===== config.mk =====
export PLATFORM = sky130hd
export DESIGN_NAME = inc_unit_arbiter
export DESIGN_NICKNAME = d
export VERILOG_FILES = /design/src/rtl/inc_arb_pkg.sv /design/src/rtl/rr_arbiter.sv /design/src/rtl/inc_unit_arbiter.sv
export SDC_FILE = /design/constraint.sdc
export NUM_CORES = 1
export LEC_CHECK = 0
export ABC_AREA = 1
export BUFFER_PORTS_ARGS = -buffer_cell sky130_fd_sc_hd__buf_4
export CORE_MARGIN = 3
export CORE_UTILIZATION = 51
export CTS_CLUSTER_SIZE = 12
export DETAILED_ROUTE_END_ITERATION = 10
export PLACE_DENSITY_LB_ADDON = 0.3
export SETUP_SLACK_MARGIN = 0.5
export SLEW_MARGIN = 30
export SYNTH_ARGS = -nofsm -noshare
export SYNTH_HDL_FRONTEND = slang
export SYNTH_SLANG_ARGS = --single-unit

===== constraint.sdc =====
create_clock -name clk -period 2.65 [get_ports clk]
set_input_delay 0.53 -clock clk [delete_from_list [all_inputs] [get_ports clk]]
set_output_delay 0.53 -clock clk [all_outputs]
set_load 0.005 [all_outputs]

===== src/rtl/inc_arb_pkg.sv =====
// Shared constants for inc_unit_arbiter: FSM state encodings, default sizing
// and the 4-bit increment datapath.
package inc_arb_pkg;

  localparam int NREQ_DEF = 4;
  localparam int IDW_DEF  = 2;

  localparam logic [1:0] ST_IDLE = 2'd0;
  localparam logic [1:0] ST_EXEC = 2'd1;
  localparam logic [1:0] ST_RESP = 2'd2;

  // Returns {carry, sum}; carry is set only for an all-ones operand.
  function automatic logic [4:0] inc4(input logic [3:0] op);
    return {&op, op + 4'd1};
  endfunction

endpackage


===== src/rtl/rr_arbiter.sv =====
// Combinational round-robin picker: the first asserted request at or after
// ptr_i (wrapping) wins.
module rr_arbiter #(
  parameter int NREQ = 4,
  parameter int IDW  = 2
) (
  input  logic [NREQ-1:0] req_i,
  input  logic [IDW-1:0]  ptr_i,
  output logic [NREQ-1:0] gnt_o,
  output logic [IDW-1:0]  gnt_id_o,
  output logic            any_req_o
);

  logic           found;
  logic [IDW-1:0] idx;

  always_comb begin
    gnt_o    = '0;
    gnt_id_o = '0;
    found    = 1'b0;
    idx      = '0;
    for (int k = 0; k < NREQ; k++) begin
      idx = ptr_i + IDW'(k);
      if (!found && req_i[idx]) begin
        found         = 1'b1;
        gnt_o[idx]    = 1'b1;
        gnt_id_o      = idx;
      end
    end
  end

  assign any_req_o = |req_i;

endmodule


===== src/rtl/inc_unit_arbiter.sv =====
// Round-robin sequencer sharing one 4-bit incrementer among NREQ requesters.
// Build option INC_ARB_FASTPATH_EN removes EXEC and registers the sum in IDLE.
//
// state | meaning
// IDLE  | waiting for a request; grants and latches the winner
// EXEC  | latched operand through the incrementer (absent in fast-path build)
// RESP  | response held on rsp_* until rsp_ready
module inc_unit_arbiter
  import inc_arb_pkg::*;
#(
  parameter int NREQ = NREQ_DEF,
  parameter int IDW  = IDW_DEF
) (
  input  logic              clk,
  input  logic              rst_n,
  input  logic [NREQ-1:0]   req_valid,
  input  logic [4*NREQ-1:0] req_data,
  output logic [NREQ-1:0]   req_ready,
  output logic              rsp_valid,
  output logic [IDW-1:0]    rsp_id,
  output logic [3:0]        rsp_data,
  output logic              rsp_carry,
  input  logic              rsp_ready,
  output logic              busy
);

  logic [1:0]      state_q, state_d;
  logic [IDW-1:0]  ptr_q, ptr_d;
  logic [IDW-1:0]  id_q, id_d;
  logic [3:0]      sum_q, sum_d;
  logic            carry_q, carry_d;
`ifndef INC_ARB_FASTPATH_EN
  logic [3:0]      op_q, op_d;
`endif

  logic [NREQ-1:0] gnt;
  logic [IDW-1:0]  gnt_id;
  logic            any_req;
  logic [3:0]      win_data;
  logic [4:0]      inc_res;

  rr_arbiter #(
    .NREQ (NREQ),
    .IDW  (IDW)
  ) u_rr (
    .req_i     (req_valid),
    .ptr_i     (ptr_q),
    .gnt_o     (gnt),
    .gnt_id_o  (gnt_id),
    .any_req_o (any_req)
  );

  always_comb begin
    win_data = '0;
    for (int i = 0; i < NREQ; i++) begin
      win_data = win_data | (req_data[4*i +: 4] & {4{gnt[i]}});
    end
  end

`ifdef INC_ARB_FASTPATH_EN
  assign inc_res = inc4(win_data);
`else
  assign inc_res = inc4(op_q);
`endif

  always_comb begin
    state_d = state_q;
    ptr_d   = ptr_q;
    id_d    = id_q;
    sum_d   = sum_q;
    carry_d = carry_q;
`ifndef INC_ARB_FASTPATH_EN
    op_d    = op_q;
`endif
    case (state_q)
      ST_IDLE: begin
        if (any_req) begin
          id_d = gnt_id;
`ifdef INC_ARB_FASTPATH_EN
          {carry_d, sum_d} = inc_res;
          state_d          = ST_RESP;
`else
          op_d    = win_data;
          state_d = ST_EXEC;
`endif
        end
      end
`ifndef INC_ARB_FASTPATH_EN
      ST_EXEC: begin
        {carry_d, sum_d} = inc_res;
        state_d          = ST_RESP;
      end
`endif
      ST_RESP: begin
        if (rsp_ready) begin
          ptr_d   = id_q + 1'b1;
          state_d = ST_IDLE;
        end
      end
      default: state_d = ST_IDLE;
    endcase
  end

  always_ff @(posedge clk or negedge rst_n) begin
    if (!rst_n) begin
      state_q <= ST_IDLE;
      ptr_q   <= '0;
      id_q    <= '0;
      sum_q   <= '0;
      carry_q <= 1'b0;
`ifndef INC_ARB_FASTPATH_EN
      op_q    <= '0;
`endif
    end else begin
      state_q <= state_d;
      ptr_q   <= ptr_d;
      id_q    <= id_d;
      sum_q   <= sum_d;
      carry_q <= carry_d;
`ifndef INC_ARB_FASTPATH_EN
      op_q    <= op_d;
`endif
    end
  end

  assign req_ready = (state_q == ST_IDLE) ? gnt : '0;
  assign rsp_valid = (state_q == ST_RESP);
  assign rsp_id    = id_q;
  assign rsp_data  = sum_q;
  assign rsp_carry = carry_q;
  assign busy      = (state_q != ST_IDLE);

endmodule


## Yosys cells after proc, flatten, opt, wreduce, memory -nomap -nowiden

Index checks and enable logic that the tools add are counted.

- $lt $le $gt $ge: 8
- $add $sub $neg: 5
- Bitwise operators: 10
- Reduce and logical (&&, ||, !) cells: 17
- Multiplexer cells: 31
- Equality and inequality tests: 4

Operator list:

| cell | number |
|---|---|
| bitwise OR 4 bit | 6 |
| 2-to-1 mux 4 bit | 5 |
| bitwise AND 4 bit | 4 |
| less-than comparator 2 x 3 -> 1 bit, second input constant | 4 |
| 2-to-1 mux 2 bit | 6 |
| 2-to-1 mux 1 bit | 11 |
| binary-select mux 1 bit (select 2 bit) | 4 |
| demux 1 bit (select 2 bit) | 4 |
| greater-or-equal comparator 2 x 1 -> 1 bit, second input constant | 4 |
| logical AND 1 bit | 7 |
| one-hot mux 2 bit (3 select lines) | 1 |
| AND reduction 2 bit | 3 |
| adder 2 x 1 -> 2 bit, second input constant | 2 |
| adder 2 bit, second input constant | 2 |
| adder 4 x 1 -> 4 bit, second input constant | 1 |
| AND reduction 4 bit | 1 |
| OR reduction 4 bit | 1 |
| zero test 1 bit | 3 |
| equality test 2 x 1 -> 1 bit, second input constant | 1 |
| equality test 2 bit, second input constant | 1 |
| zero test 2 bit | 1 |
| inequality test 2 x 1 -> 1 bit, second input constant | 1 |
| inequality test 2 bit, second input constant | 1 |
| nonzero test 2 bit | 1 |

- Output and inout port bits: 13
- Word-level logic and storage cells: 81
- Input port bits: 23
- Register bits after elaboration: 15

## Depth between registers and ports, before layout

Gate-level depths: netlist of the first run.

- Word-level depth: 16
- Depth in mapped cells: 13
- Mapped depth without buffers: 13

## By module

From an unflattened synthesis of the first run, not the netlist that was laid out.

- Cell total of the unflattened synthesis: 185
- Area, all modules: 1,302.5 um^2

By module, submodules not included:

| module | times used | sequential area each (um^2) | cells each | area an instance (um^2) |
|---|---|---|---|---|
| inc_unit_arbiter | 1 | 375.4 | 102 | 768.2 |
| rr_arbiter | 1 | 0.0 | 83 | 534.3 |

## Least setup slack after synthesis of the first run

No wires, ideal clock.

- Kind: register to output
- Start: register ptr_q[0]
- End: output port req_ready[3]
- Stages on the path, launching flop included: 12
- Path slack: 0.339 ns
- Arrival: 1.781 ns
- Cell sequence: dfrtp_1 -> inv_2 -> ha_1 -> inv_1 -> nand3_2 -> nand2_4 -> nand3_2 -> nor2_2 -> nand3_1 -> nand3_2 -> nand3_1 -> inv_1

- Cells in the longest elaborated chain, start to end: 13

Ends and longest elaborated chain:

| what | line | RTL |
|---|---|---|
| start, declared | inc_unit_arbiter.sv:28 | `logic [IDW-1:0] ptr_q, ptr_d;` |
| start signal, assigned | inc_unit_arbiter.sv:116 | `ptr_q <= ptr_d;` |
| branches (longest 11 deep; another with less-than comparator 2 x 3 -> 1 bit) | -- |  |
| 2-to-1 mux 4 bit * | rr_arbiter.sv:24 | `if (!found && req_i[idx]) begin` |
| 2-to-1 mux 4 bit * | inc_unit_arbiter.sv:126 | `assign req_ready = (state_q == ST_IDLE) ? gnt : '0;` |
| end, declared | inc_unit_arbiter.sv:18 | `output logic [NREQ-1:0] req_ready,` |

Mark *: on every way between the ends. The select of a mux whose other input is x is not followed.

## Worst setup path after layout of the first run

- Start: register ptr_q[0]
- End: output port req_ready[1]

The elaborated chain is that of the path after synthesis.

==> Flow_metrics.wiki, run 1 <==
{| class="wikitable"
! Metric !! Value
|-
| Run status || finished, violations left
|-
| Failing checks || negative setup slack
|-
| Count of distinct cell types in the synthesized netlist || 26
|-
| Number of top-level pins || 36
|-
| Gate Count Post-Synth || 170
|-
| Slew at the pin with the worst max-slew slack || 0.2750 ns
|-
| Post-synthesis average cell area || 7.308 um2
|-
| Nets || 274
|-
| Placeable Area || 2255 um2
|-
| Buffer levels on the longest clock path || 2
|-
| Total track usage || 26.97%
|-
| FF+latch count, synth || 15
|-
| Number of nets in the synthesized netlist || 201
|-
| Number of levels the H-tree was split into || 1
|-
| RSZ-0062 raised after global routing || true
|-
| Ratio of total power to cell area || 1555 nW/um2
|-
| Area of the mapped netlist || 1242 um2
|-
| Remaining routing DRC violations || 0
|-
| Detailed Route Iter0 Violations || 114
|-
| Die Span X || 55.36 um
|-
| Number of diodes added for antenna fixing || 0
|-
| Commonest non-fill, non-tap cells in the layout || sky130_fd_sc_hd__buf_4 (61), sky130_fd_sc_hd__nand2_1 (46), sky130_fd_sc_hd__nor2_1 (16)
|-
| Worst flop-to-flop path endpoint || op_q[2]
|-
| Critical-path maximum fanout || 10
|-
| Data required time of the worst path || 2.12 ns
|-
| Placer congestion estimate || 0.8395
|-
| Period minus WS final || 2.658 ns
|-
| Clk root buf || sky130_fd_sc_hd__clkbuf_4
|-
| Final Max Tran Viols || 0
|-
| Initial antenna violation count || 0
|-
| Vias in the first global route || 1471
|-
| TritonCTS clock tree || yes
|-
| Number of clock buffers inserted by TritonCTS || 3
|-
| Synth-to-layout area growth || 59.52%
|-
| Final setup viols || 1
|-
| Worst setup skew after layout || 0.003991 ns
|-
| Most frequent standard cell in the layout excluding fill and tap cells || sky130_fd_sc_hd__buf_4
|-
| Hold-fix buffer count after cts || 0
|-
| Total count of hold-check failures in the final report || 0
|-
| Timing-limited maximum frequency || 376.2 MHz
|-
| Dpl ws || 0.2685 ns
|-
| Synthesis Warnings || 0
|-
| Clock transition at path regs || 0.10 ns
|-
| Vias after detailed routing || 1617
|-
| First-pass GRT wire length || 6.651 mm
|-
| Starting density of the core || 55.11%
|-
| Latest clock arrival within the worst-skew pair || 0.30 ns
|-
| Kind of start point of the critical path || flop
|-
| Worst reg2reg startpoint || ptr_q[0]
|-
| Largest net degree at the start of global routing || 16
|-
| Slew HR || 81.50%
|-
| Filler instances || 106
|-
| Avg Vias per Cell || 5.989
|-
| Data arrival at the endpoint of the critical path || 2.13 ns
|-
| Max capacitance violation total || 0
|-
| Half-perimeter wire length after placement || 2.524 mm
|-
| Least setup slack across all paths after layout || -0.007915 ns
|-
| Total Die Area || 3064 um2
|-
| Crit path kind || reg -> out
|-
| Sequential area share after synthesis || 30.21%
|-
| Static leakage power || 1.037 nW
|-
| Antenna viol nets, final || 0
|-
| Port-buffer cells || 35
|-
| Worst reg2reg path depth || 17
|-
| IR drop worst, VDD || 1455 uV
|-
| Per-cell routed wire length || 18.67 um
|-
| Sinks on the clock net || 15
|-
| Category of the worst setup path capture point || output pin
|-
| Post-Route WL || 5.042 mm
|-
| Layout cell share with drive strength beyond 1 || 50.41%
|-
| Class of the tightest hold or removal check || in -> async
|-
| Number of cell rows || 17
|-
| Grt total ovfl || 0
|-
| Worst-case register-to-register setup slack || 0.19 ns
|-
| Final hold slack || 0.06035 ns
|-
| Y dimension of the die || 55.36 um
|-
| Period utilization || 100.3%
|-
| Count of TritonRoute iterations in the first routing pass || 4
|}
[power breakdown]
part / switching (mW) / total [mW] / internal, mW
sequential: 0.105 / 0.457 / 0.351
clock: 0.0872 / 0.146 / 0.0588
combinational: 1.33 / 2.48 / 1.14
total: 1.53 / 3.08 / 1.55
[area by class of cell]
| type | count | area [um2] | share of cell area, % |
|---|---|---|---|
| multi-input cells | 137 | 910.9 | 45.96 |
| flip-flops and latches | 15 | 377.9 | 19.07 |
| clock buffers | 4 | 26.28 | 1.326 |
| repair buffers | 69 | 560.5 | 28.28 |
| inverters | 17 | 71.32 | 3.598 |
| well taps | 28 | 35.03 | 1.768 |
[cell families after synthesis]
| group | count (synthesis) | share of synthesized area (%) |
|---|---|---|
| and+or+nand+nor | 107 | 43.61 |
| AOI/OAI and AO/OA | 20 | 11.18 |
| buffers and inverters | 18 | 5.538 |
| DFF | 15 | 30.21 |
| adders and majority gates | 8 | 8.057 |
| xor gates and xnor gates | 2 | 1.410 |
[cells in the mapped netlist, drive strengths merged]
| cell | count | area [um2] |
|---|---|---|
| nand2 | 63 | 269.0 |
| and3 | 1 | 6.260 |
| a21boi | 3 | 26.27 |
| buf | 1 | 5.000 |
| ha | 8 | 100.1 |
| nor2 | 20 | 95.09 |
| inv | 17 | 63.81 |
| xor2 | 1 | 8.760 |
| dfrtp | 15 | 375.4 |
| xnor2 | 1 | 8.760 |
| o21a | 1 | 7.510 |
| nand4 | 3 | 18.77 |
| nand3 | 20 | 152.7 |
| a21oi | 2 | 17.52 |
| a41oi | 2 | 17.52 |
| a22oi | 1 | 12.51 |
| o211ai | 1 | 7.510 |
| o21ai | 10 | 50.05 |
[registers in the layout, summed over array words and instances (netlist names)]
name / count
ptr_q: 2
rsp_id: 2
rsp_data: 4
op_q: 4
state_q: 2
rsp_carry: 1
[per-stage QoR]
stage	power (mW)	cell area [um2]	utilization, %	std cells	setup TNS [ns]
finish	3.081	1982	87.90	270	-0.007915
global route	3.266	1982	87.90	270	-0.08262
CTS	2.486	1798	79.74	257	0
detailed placement	1.925	1560	69.20	233	0
global placement	1.865	1560	69.20	233	0
floorplan	1.491	1260	-	170	0
[worst max-delay path, stage by stage (launching register included)]
cell	delay, ns
sky130_fd_sc_hd__dfrtp_2	0.45
sky130_fd_sc_hd__buf_6	0.16
sky130_fd_sc_hd__nand2_2	0.11
sky130_fd_sc_hd__nand2_1	0.09
sky130_fd_sc_hd__nand2_2	0.10
sky130_fd_sc_hd__nand2_4	0.09
sky130_fd_sc_hd__buf_4	0.15
sky130_fd_sc_hd__nor2_4	0.17
sky130_fd_sc_hd__nand2_1	0.10
sky130_fd_sc_hd__nand3_2	0.09
sky130_fd_sc_hd__nand3_1	0.11
sky130_fd_sc_hd__inv_1	0.10
sky130_fd_sc_hd__buf_4	0.12
[worst max path at each step]
stage	slack (ns)	from	to	cells after the start
after floorplan	0.53	ptr_q[0]	req_ready[3]	11
after global placement	0.35	ptr_q[0]	req_ready[3]	12
after detailed placement	0.27	ptr_q[0]	req_ready[2]	12
after CTS	0.26	ptr_q[1]	req_ready[2]	12
after global routing	-0.08	ptr_q[0]	req_ready[1]	12
final	-0.008	ptr_q[0]	req_ready[1]	12
[what timing repair did]
action,4_1_cts,5_1_grt
resized for setup,17,22
pin swaps,10,17
setup endpoints to repair,4,8
hold endpoints to repair,0,0
cloned,0,0
setup buffers,20,13
[per-layer routing]
metal	part of all wire, %	vias to the layer above	track usage (%)
met1	36	756	28.12
li1	-	699	-
met4	8.3	0	19.10
met2	48	111	47.30
met5	0	-	0
met3	6.9	51	5.841
Note: power is estimated with default switching activity, not from simulation.
==> run 2: changes to the inputs <==
- CORE_UTILIZATION: 51 -> 46
- clock period: 2.65 -> 2.4 ns (I/O delays scaled with it)
==> Flow_metrics.wiki, run 2 (synthesized netlist as in run 1, its figures left out) <==
{| class="wikitable"
! Metric !! Value
|-
| Cell Chain, Critical Path || inv_4 > ha_4 > inv_4 > nand3_4 > nand2_4 > nand3_4 > nor2_4 > nand2_2 > nand3_2 > nand3_2 > inv_2 > buf_6
|-
| Number of cell rows || 18 (+1)
|-
| Crit path kind || reg -> out
|-
| Synth-to-layout area growth || 49.04%
|-
| Detailed Route Iter0 Violations || 28 (-75%)
|-
| Category of the worst setup path capture point || output pin
|-
| Y dimension of the die || 57.97 um (+4.7%)
|-
| Final cell area excluding filler cells || 1852 um2 (-6.6%)
|-
| Total Die Area || 3361 um2 (+9.7%)
|-
| Number of levels the H-tree was split into || 1 (unchanged)
|-
| Latest clock arrival within the worst-skew pair || 0.29 ns (about the same)
|-
| Initial antenna violation count || 0 (unchanged)
|-
| Hold-fix buffer count after cts || 0 (unchanged)
|-
| Max capacitance violation total || 0 (unchanged)
|-
| Class of the tightest hold or removal check || in -> async
|-
| IR drop worst, VDD || 1166 uV (-20%)
|-
| Antenna viol nets, final || 0 (unchanged)
|-
| Port-buffer cells || 35 (unchanged)
|-
| Cell family contributing the most delay on the critical path || simple AND/OR/NAND/NOR gates
|-
| Sinks on the clock net || 15 (unchanged)
|-
| First-pass GRT wire length || 5.858 mm (-12%)
|-
| Buffer levels on the longest clock path || 2 (unchanged)
|-
| Count of TritonRoute iterations in the first routing pass || 4 (unchanged)
|-
| Worst reg2reg path depth || 14 (-3)
|-
| Timing-limited maximum frequency || 420.4 MHz
|-
| Most frequent standard cell in the layout excluding fill and tap cells || sky130_fd_sc_hd__buf_4
|-
| Placer congestion estimate || 0.8659 (+3.1%)
|-
| Kind of start point of the critical path || flop
|-
| Standard cell with the maximum stage delay on the critical path || sky130_fd_sc_hd__dfrtp_2
|-
| Worst flop-to-flop path endpoint || op_q[0]
|-
| Bufs and invs on worst path || 4 (unchanged)
|-
| Nets || 258 (-5.8%)
|-
| Number of diodes added for antenna fixing || 0 (unchanged)
|-
| Slowest cell delay on critical path || 0.45 ns (about the same)
|-
| Remaining routing DRC violations || 0 (unchanged)
|-
| Data arrival at the endpoint of the critical path || 1.90 ns (-0.23 ns)
|-
| Half-perimeter wire length after placement || 2.360 mm (-6.5%)
|-
| Worst setup skew after layout || 0.007732 ns (+0.003742 ns)
|-
| Slew at the pin with the worst max-slew slack || 0.2907 ns (+0.01567 ns)
|-
| Clk root buf || sky130_fd_sc_hd__clkbuf_4
|-
| Period utilization || 99.12%
|-
| TritonCTS clock tree || yes
|-
| Slew HR || 80.44% (-1.1 points)
|-
| Commonest non-fill, non-tap cells in the layout || sky130_fd_sc_hd__buf_4 (47), sky130_fd_sc_hd__nand2_1 (42), sky130_fd_sc_hd__nand2_2 (17)
|-
| Worst-case register-to-register setup slack || 0.45 ns (+0.26 ns)
|-
| Period minus WS final || 2.379 ns
|-
| Instance area at placement || 1575 um2 (+0.96%)
|-
| Die Span X || 57.97 um (+4.7%)
|-
| Post-Route WL || 3.503 mm (-31%)
|-
| Filler instances || 186 (+75%)
|-
| Placed cell count || 235 (+0.86%)
|-
| Total track usage || 22.29% (-4.7 points)
|-
| Vias in the first global route || 1352 (-8.1%)
|-
| Final hold slack || 0.02434 ns (-0.03601 ns)
|-
| Layout cell share with drive strength beyond 1 || 49.12% (-1.3 points)
|-
| Number of top-level pins || 36 (unchanged)
|-
| Worst reg2reg startpoint || ptr_q[0]
|-
| Run status || finished clean
|-
| Grt total ovfl || 0 (unchanged)
|-
| Placeable Area || 2522 um2 (+12%)
|-
| Critical-path maximum fanout || 4 (-6)
|-
| RSZ-0062 raised after global routing || true
|-
| Total count of hold-check failures in the final report || 0 (unchanged)
|-
| Critical path depth in cells || 12 (unchanged)
|-
| Vias after detailed routing || 1322 (-18%)
|-
| Final Max Tran Viols || 0 (unchanged)
|-
| Per-cell routed wire length || 13.68 um (-27%)
|-
| Largest net degree at the start of global routing || 16 (unchanged)
|-
| Data required time of the worst path || 1.92 ns (-0.20 ns)
|-
| Static leakage power || 0.9578 nW (-7.7%)
|-
| Clock transition at path regs || 0.09 ns (about the same)
|-
| Avg Vias per Cell || 5.164 (-14%)
|-
| Final Instance Count excl. Fillers || 256 (-5.2%)
|-
| Final setup viols || 0 (-1)
|-
| Starting density of the core || 49.26% (-5.8 points)
|-
| Number of clock buffers inserted by TritonCTS || 3 (unchanged)
|-
| Ratio of total power to cell area || 1557 nW/um2 (+0.16%)
|}
run 2: report_power, final:
group / internal [mW] / total (mW) / switching (mW)
Clock: 0.0620 / 0.145 / 0.0830
Combinational: 1.02 / 2.25 / 1.23
Sequential: 0.388 / 0.491 / 0.103
run 2: per-layer routing:
layer	share of wire [%]	track usage, %	vias to the layer above	routed length, um
met5	0	0	-	0
met4	1.7	8.278	0	61
met3	5.3	4.009	7	186
met2	49	37.10	49	1718
met1	44	28.73	601	1537
li1	-	-	665	-
run 2: stage by stage:
| step | power (mW) | setup WS, ns | utilization [%] | setup TNS (ns) |
|---|---|---|---|---|
| floorplan | 1.688 | 0.3918 | - | 0 |
| global placement | 2.126 | 0.2096 | 62.45 | 0 |
| detailed placement | 2.157 | 0.1594 | 62.45 | 0 |
| CTS | 2.677 | 0.04328 | 70.29 | 0 |
| global route | 3.121 | -0.07447 | 73.41 | -0.2510 |
| finish | 2.883 | 0.02108 | 73.41 | 0 |
run 2: what timing repair did:
action                                  4_1_cts  5_1_grt
endpoints found under the setup margin        4        8
resized for setup                            14       19
setup buffers                                14        3
pin swaps                                     9       12
run 2: area by class of cell:
type	instances	area (um2)	area share (%)
clock buffer	3	22.52	1.216
clock inverter	1	5.005	0.2703
inverter	17	71.32	3.851
multi-input combinational	137	908.4	49.05
sequential	15	377.9	20.41
tap	30	37.54	2.027
timing repair buffer	53	429.2	23.18
run 2: worst reg2reg max path, cell delays in order (launching register included):
cell                      delay (ns)
sky130_fd_sc_hd__dfrtp_2        0.45
sky130_fd_sc_hd__inv_4          0.09
sky130_fd_sc_hd__ha_4           0.22
sky130_fd_sc_hd__inv_4          0.08
sky130_fd_sc_hd__nand3_4        0.07
sky130_fd_sc_hd__nand2_4        0.10
sky130_fd_sc_hd__nor2_4         0.06
sky130_fd_sc_hd__a21oi_2        0.13
sky130_fd_sc_hd__nand3_2        0.10
sky130_fd_sc_hd__buf_4          0.14
sky130_fd_sc_hd__buf_4          0.14
sky130_fd_sc_hd__nand2_2        0.06
sky130_fd_sc_hd__nand3_2        0.09
sky130_fd_sc_hd__nor2_2         0.11
sky130_fd_sc_hd__nor2_1         0.04
run 2: how the worst max path moves through the flow:
stage | startpoint | endpoint
after floorplan | ptr_q[0] | req_ready[3]
after global placement | ptr_q[0] | req_ready[2]
after detailed placement | ptr_q[0] | req_ready[3]
after CTS | ptr_q[0] | req_ready[2]
after global routing | ptr_q[0] | req_ready[3]
final | ptr_q[0] | req_ready[3]
==> run 3: changes to the inputs <==
- REMOVE_ABC_BUFFERS: unset -> 1
==> Flow_metrics.wiki, run 3 (synthesized netlist as in run 1, its figures left out) <==
{| class="wikitable"
! Metric !! Value
|-
| Run status || finished, violations left
|-
| Failing checks || negative setup slack
|-
| Port-buffer cells || 35 (unchanged)
|-
| Remaining routing DRC violations || 0 (unchanged)
|-
| Vias after detailed routing || 1356 (+2.6%)
|-
| CP Launch Point || ptr_q[0]
|-
| Number of diodes added for antenna fixing || 0 (unchanged)
|-
| Max capacitance violation total || 0 (unchanged)
|-
| Worst setup skew after layout || 0.004377 ns (-0.003355 ns)
|-
| Placeable Area || 2522 um2 (unchanged)
|-
| Number of top-level pins || 36 (unchanged)
|-
| Per-cell routed wire length || 13.94 um (+1.9%)
|-
| Class of the tightest hold or removal check || in -> async
|-
| Crit path kind || reg -> out
|-
| Worst reg2reg path depth || 18 (+4)
|-
| Critical-path maximum fanout || 4 (unchanged)
|-
| Total count of hold-check failures in the final report || 0 (unchanged)
|-
| Number of cell rows || 18 (unchanged)
|-
| Largest net degree at the start of global routing || 16 (unchanged)
|-
| Total Die Area || 3361 um2 (unchanged)
|-
| Standard cell with the maximum stage delay on the critical path || sky130_fd_sc_hd__dfrtp_1
|-
| Placer congestion estimate || 0.9322 (+7.7%)
|-
| Y dimension of the die || 57.97 um (unchanged)
|-
| Least setup slack across all paths after layout || -0.01452 ns (-0.03560 ns)
|-
| Most frequent standard cell in the layout excluding fill and tap cells || sky130_fd_sc_hd__nand2_1
|-
| Dpl ws || 0.1760 ns (+0.01660 ns)
|-
| Data arrival at the endpoint of the critical path || 1.93 ns (+0.03 ns)
|-
| Grt total ovfl || 0 (unchanged)
|-
| Tot Pwr || 2.928 mW (+1.5%)
|-
| RSZ-0062 raised after global routing || true
|-
| Commonest non-fill, non-tap cells in the layout || sky130_fd_sc_hd__nand2_1 (45), sky130_fd_sc_hd__buf_4 (44), sky130_fd_sc_hd__nand2_2 (15), sky130_fd_sc_hd__nor2_1 (15), sky130_fd_sc_hd__dfrtp_1 (15)
|-
| Placed cell count || 239 (+1.7%)
|-
| Sinks on the clock net || 15 (unchanged)
|-
| Worst-case register-to-register setup slack || 0.04 ns (-0.41 ns)
|-
| Final Instance Count excl. Fillers || 257 (+0.39%)
|-
| Worst flop-to-flop path endpoint || op_q[1]
|-
| Synth-to-layout area growth || 47.73%
|-
| Final cell area excluding filler cells || 1836 um2 (-0.88%)
|-
| Clk root buf || sky130_fd_sc_hd__clkbuf_4
|-
| Instance area at placement || 1575 um2 (unchanged)
|-
| Post-Route WL || 3.583 mm (+2.3%)
|-
| Static leakage power || 0.9488 nW (-0.95%)
|-
| Switching share of power || 48.56% (-0.61 points)
|-
| Buffer levels on the longest clock path || 2 (unchanged)
|-
| Period utilization || 100.6% (+1.5 points)
|-
| Number of levels the H-tree was split into || 1 (unchanged)
|-
| Half-perimeter wire length after placement || 2.497 mm (+5.8%)
|-
| IR drop worst, VDD || 1065 uV (-8.6%)
|-
| Avg Vias per Cell || 5.276 (+2.2%)
|-
| Starting density of the core || 49.26% (unchanged)
|-
| Category of the worst setup path capture point || output pin
|-
| Die Span X || 57.97 um (unchanged)
|-
| Final Max Tran Viols || 0 (unchanged)
|-
| Ratio of total power to cell area || 1595 nW/um2 (+2.4%)
|-
| Hold-fix buffer count after cts || 0 (unchanged)
|-
| Data required time of the worst path || 1.92 ns (about the same)
|-
| Antenna viol nets, final || 0 (unchanged)
|-
| Final hold slack || 0.02083 ns (-0.003511 ns)
|-
| Nets || 259 (+0.39%)
|-
| Cell internal power dissipation || 1.506 mW (+2.8%)
|-
| Period minus WS final || 2.415 ns (+0.03560 ns)
|-
| Detailed Route Iter0 Violations || 46 (+64%)
|-
| Share of power burned in registers || 16.5% (-0.5 points)
|-
| Layout cell share with drive strength beyond 1 || 45.37% (-3.7 points)
|-
| Kind of start point of the critical path || flop
|-
| Clock transition at path regs || 0.09 ns (about the same)
|-
| Initial antenna violation count || 0 (unchanged)
|-
| Cell Chain, Critical Path || inv_2 > ha_4 > inv_4 > nand3_4 > nand2_4 > nand3_4 > nor2_2 > nand3_1 > nand3_2 > nand3_2 > inv_2 > buf_6
|-
| Timing endpoint of the critical path || req_ready[3]
|-
| Total track usage || 21.51% (-0.78 points)
|-
| Final sum of negative setup slack || -0.01452 ns (-0.01452 ns)
|-
| Filler instances || 204 (+9.7%)
|-
| Latest clock arrival within the worst-skew pair || 0.29 ns (about the same)
|-
| Count of TritonRoute iterations in the first routing pass || 4 (unchanged)
|-
| Slew HR || 83.38% (+2.9 points)
|-
| Slew at the pin with the worst max-slew slack || 0.2471 ns (-0.04366 ns)
|-
| Slowest cell delay on critical path || 0.42 ns (-0.03 ns)
|-
| Clock network power share || 5.1% (about the same)
|-
| Timing-limited maximum frequency || 414.2 MHz (-1.5%)
|-
| Vias in the first global route || 1300 (-3.8%)
|-
| Net Sw Power || 1.422 mW (+0.28%)
|-
| Worst reg2reg startpoint || ptr_q[0]
|-
| Final core area utilization || 72.77% (-0.64 points)
|-
| Number of clock buffers inserted by TritonCTS || 3 (unchanged)
|-
| Final setup viols || 1 (+1)
|-
| First-pass GRT wire length || 5.706 mm (-2.6%)
|-
| Gate power share || 78.5% (+0.6 points)
|-
| TritonCTS clock tree || yes
|}
[run 3: changes by cell type in the layout (fill, tap and decap cells not counted), moves of 2 or more]
cell                      delta
sky130_fd_sc_hd__buf_4       -3
sky130_fd_sc_hd__buf_6       +5
sky130_fd_sc_hd__dfrtp_1     +2
sky130_fd_sc_hd__dfrtp_2     -2
sky130_fd_sc_hd__inv_2       +2
sky130_fd_sc_hd__inv_4       -2
sky130_fd_sc_hd__nand2_1     +3
sky130_fd_sc_hd__nand2_2     -2
sky130_fd_sc_hd__nand3_1     +3
sky130_fd_sc_hd__nand3_2     -4
[run 3: power groups by stage]
| stage | registers (mW) | clock network, mW | logic (mW) |
|---|---|---|---|
| after floorplan | 0.498 | 0 | 1.10 |
| after global placement | 0.474 | 0 | 1.59 |
| after detailed placement | 0.483 | 0 | 1.65 |
| after CTS | 0.481 | 0.149 | 2.00 |
| after global routing | 0.499 | 0.161 | 2.51 |
| final | 0.482 | 0.148 | 2.30 |
[run 3: layout make-up]
cell class	count	area, um2	share of cell area [%]
Clock buffer	3	22.52	1.227
Clock inverter	1	5.005	0.2727
Timing Repair Buffer	54	442.9	24.13
Tap cell	30	37.54	2.045
Sequential cell	15	375.4	20.45
Multi-Input combinational cell	137	885.9	48.26
Inverter	17	66.31	3.613
[run 3: worst min-delay path by stage]
stage / slack, ns / cells past startpoint / endpoint
floorplan: 0.18 / 0 / op_q[0]
global placement: 0.34 / 1 / ptr_q[1]
detailed placement: 0.34 / 1 / ptr_q[1]
CTS: 0.03 / 1 / rsp_data[0]
global route: 0.02 / 1 / state_q[0]
finish: 0.02 / 1 / ptr_q[1]
[run 3: routing by layer]
metal  wire length [um]  vias to the layer above  global-route usage, %
li1                   -                      664                      -
met1               1594                      643                  28.35
met2               1763                       42                  36.77
met3                164                        7                  2.673
met4                 61                        0                  6.291
met5                  0                        -                      0
[run 3: worst max-delay path, delay by kind of cell, from the launching register on]
kind / cells / cell delay, ns
adders and majority gates: 1 / 0.23
DFF: 1 / 0.42
and+or+nand+nor: 7 / 0.66
buffers and inverters: 4 / 0.35
[run 3: timing repair]
action,4_1_cts,5_1_grt
setup buffers,10,4
endpoints found under the setup margin,4,8
gates resized for setup,15,21
pin swaps,10,17
cloned,0,0
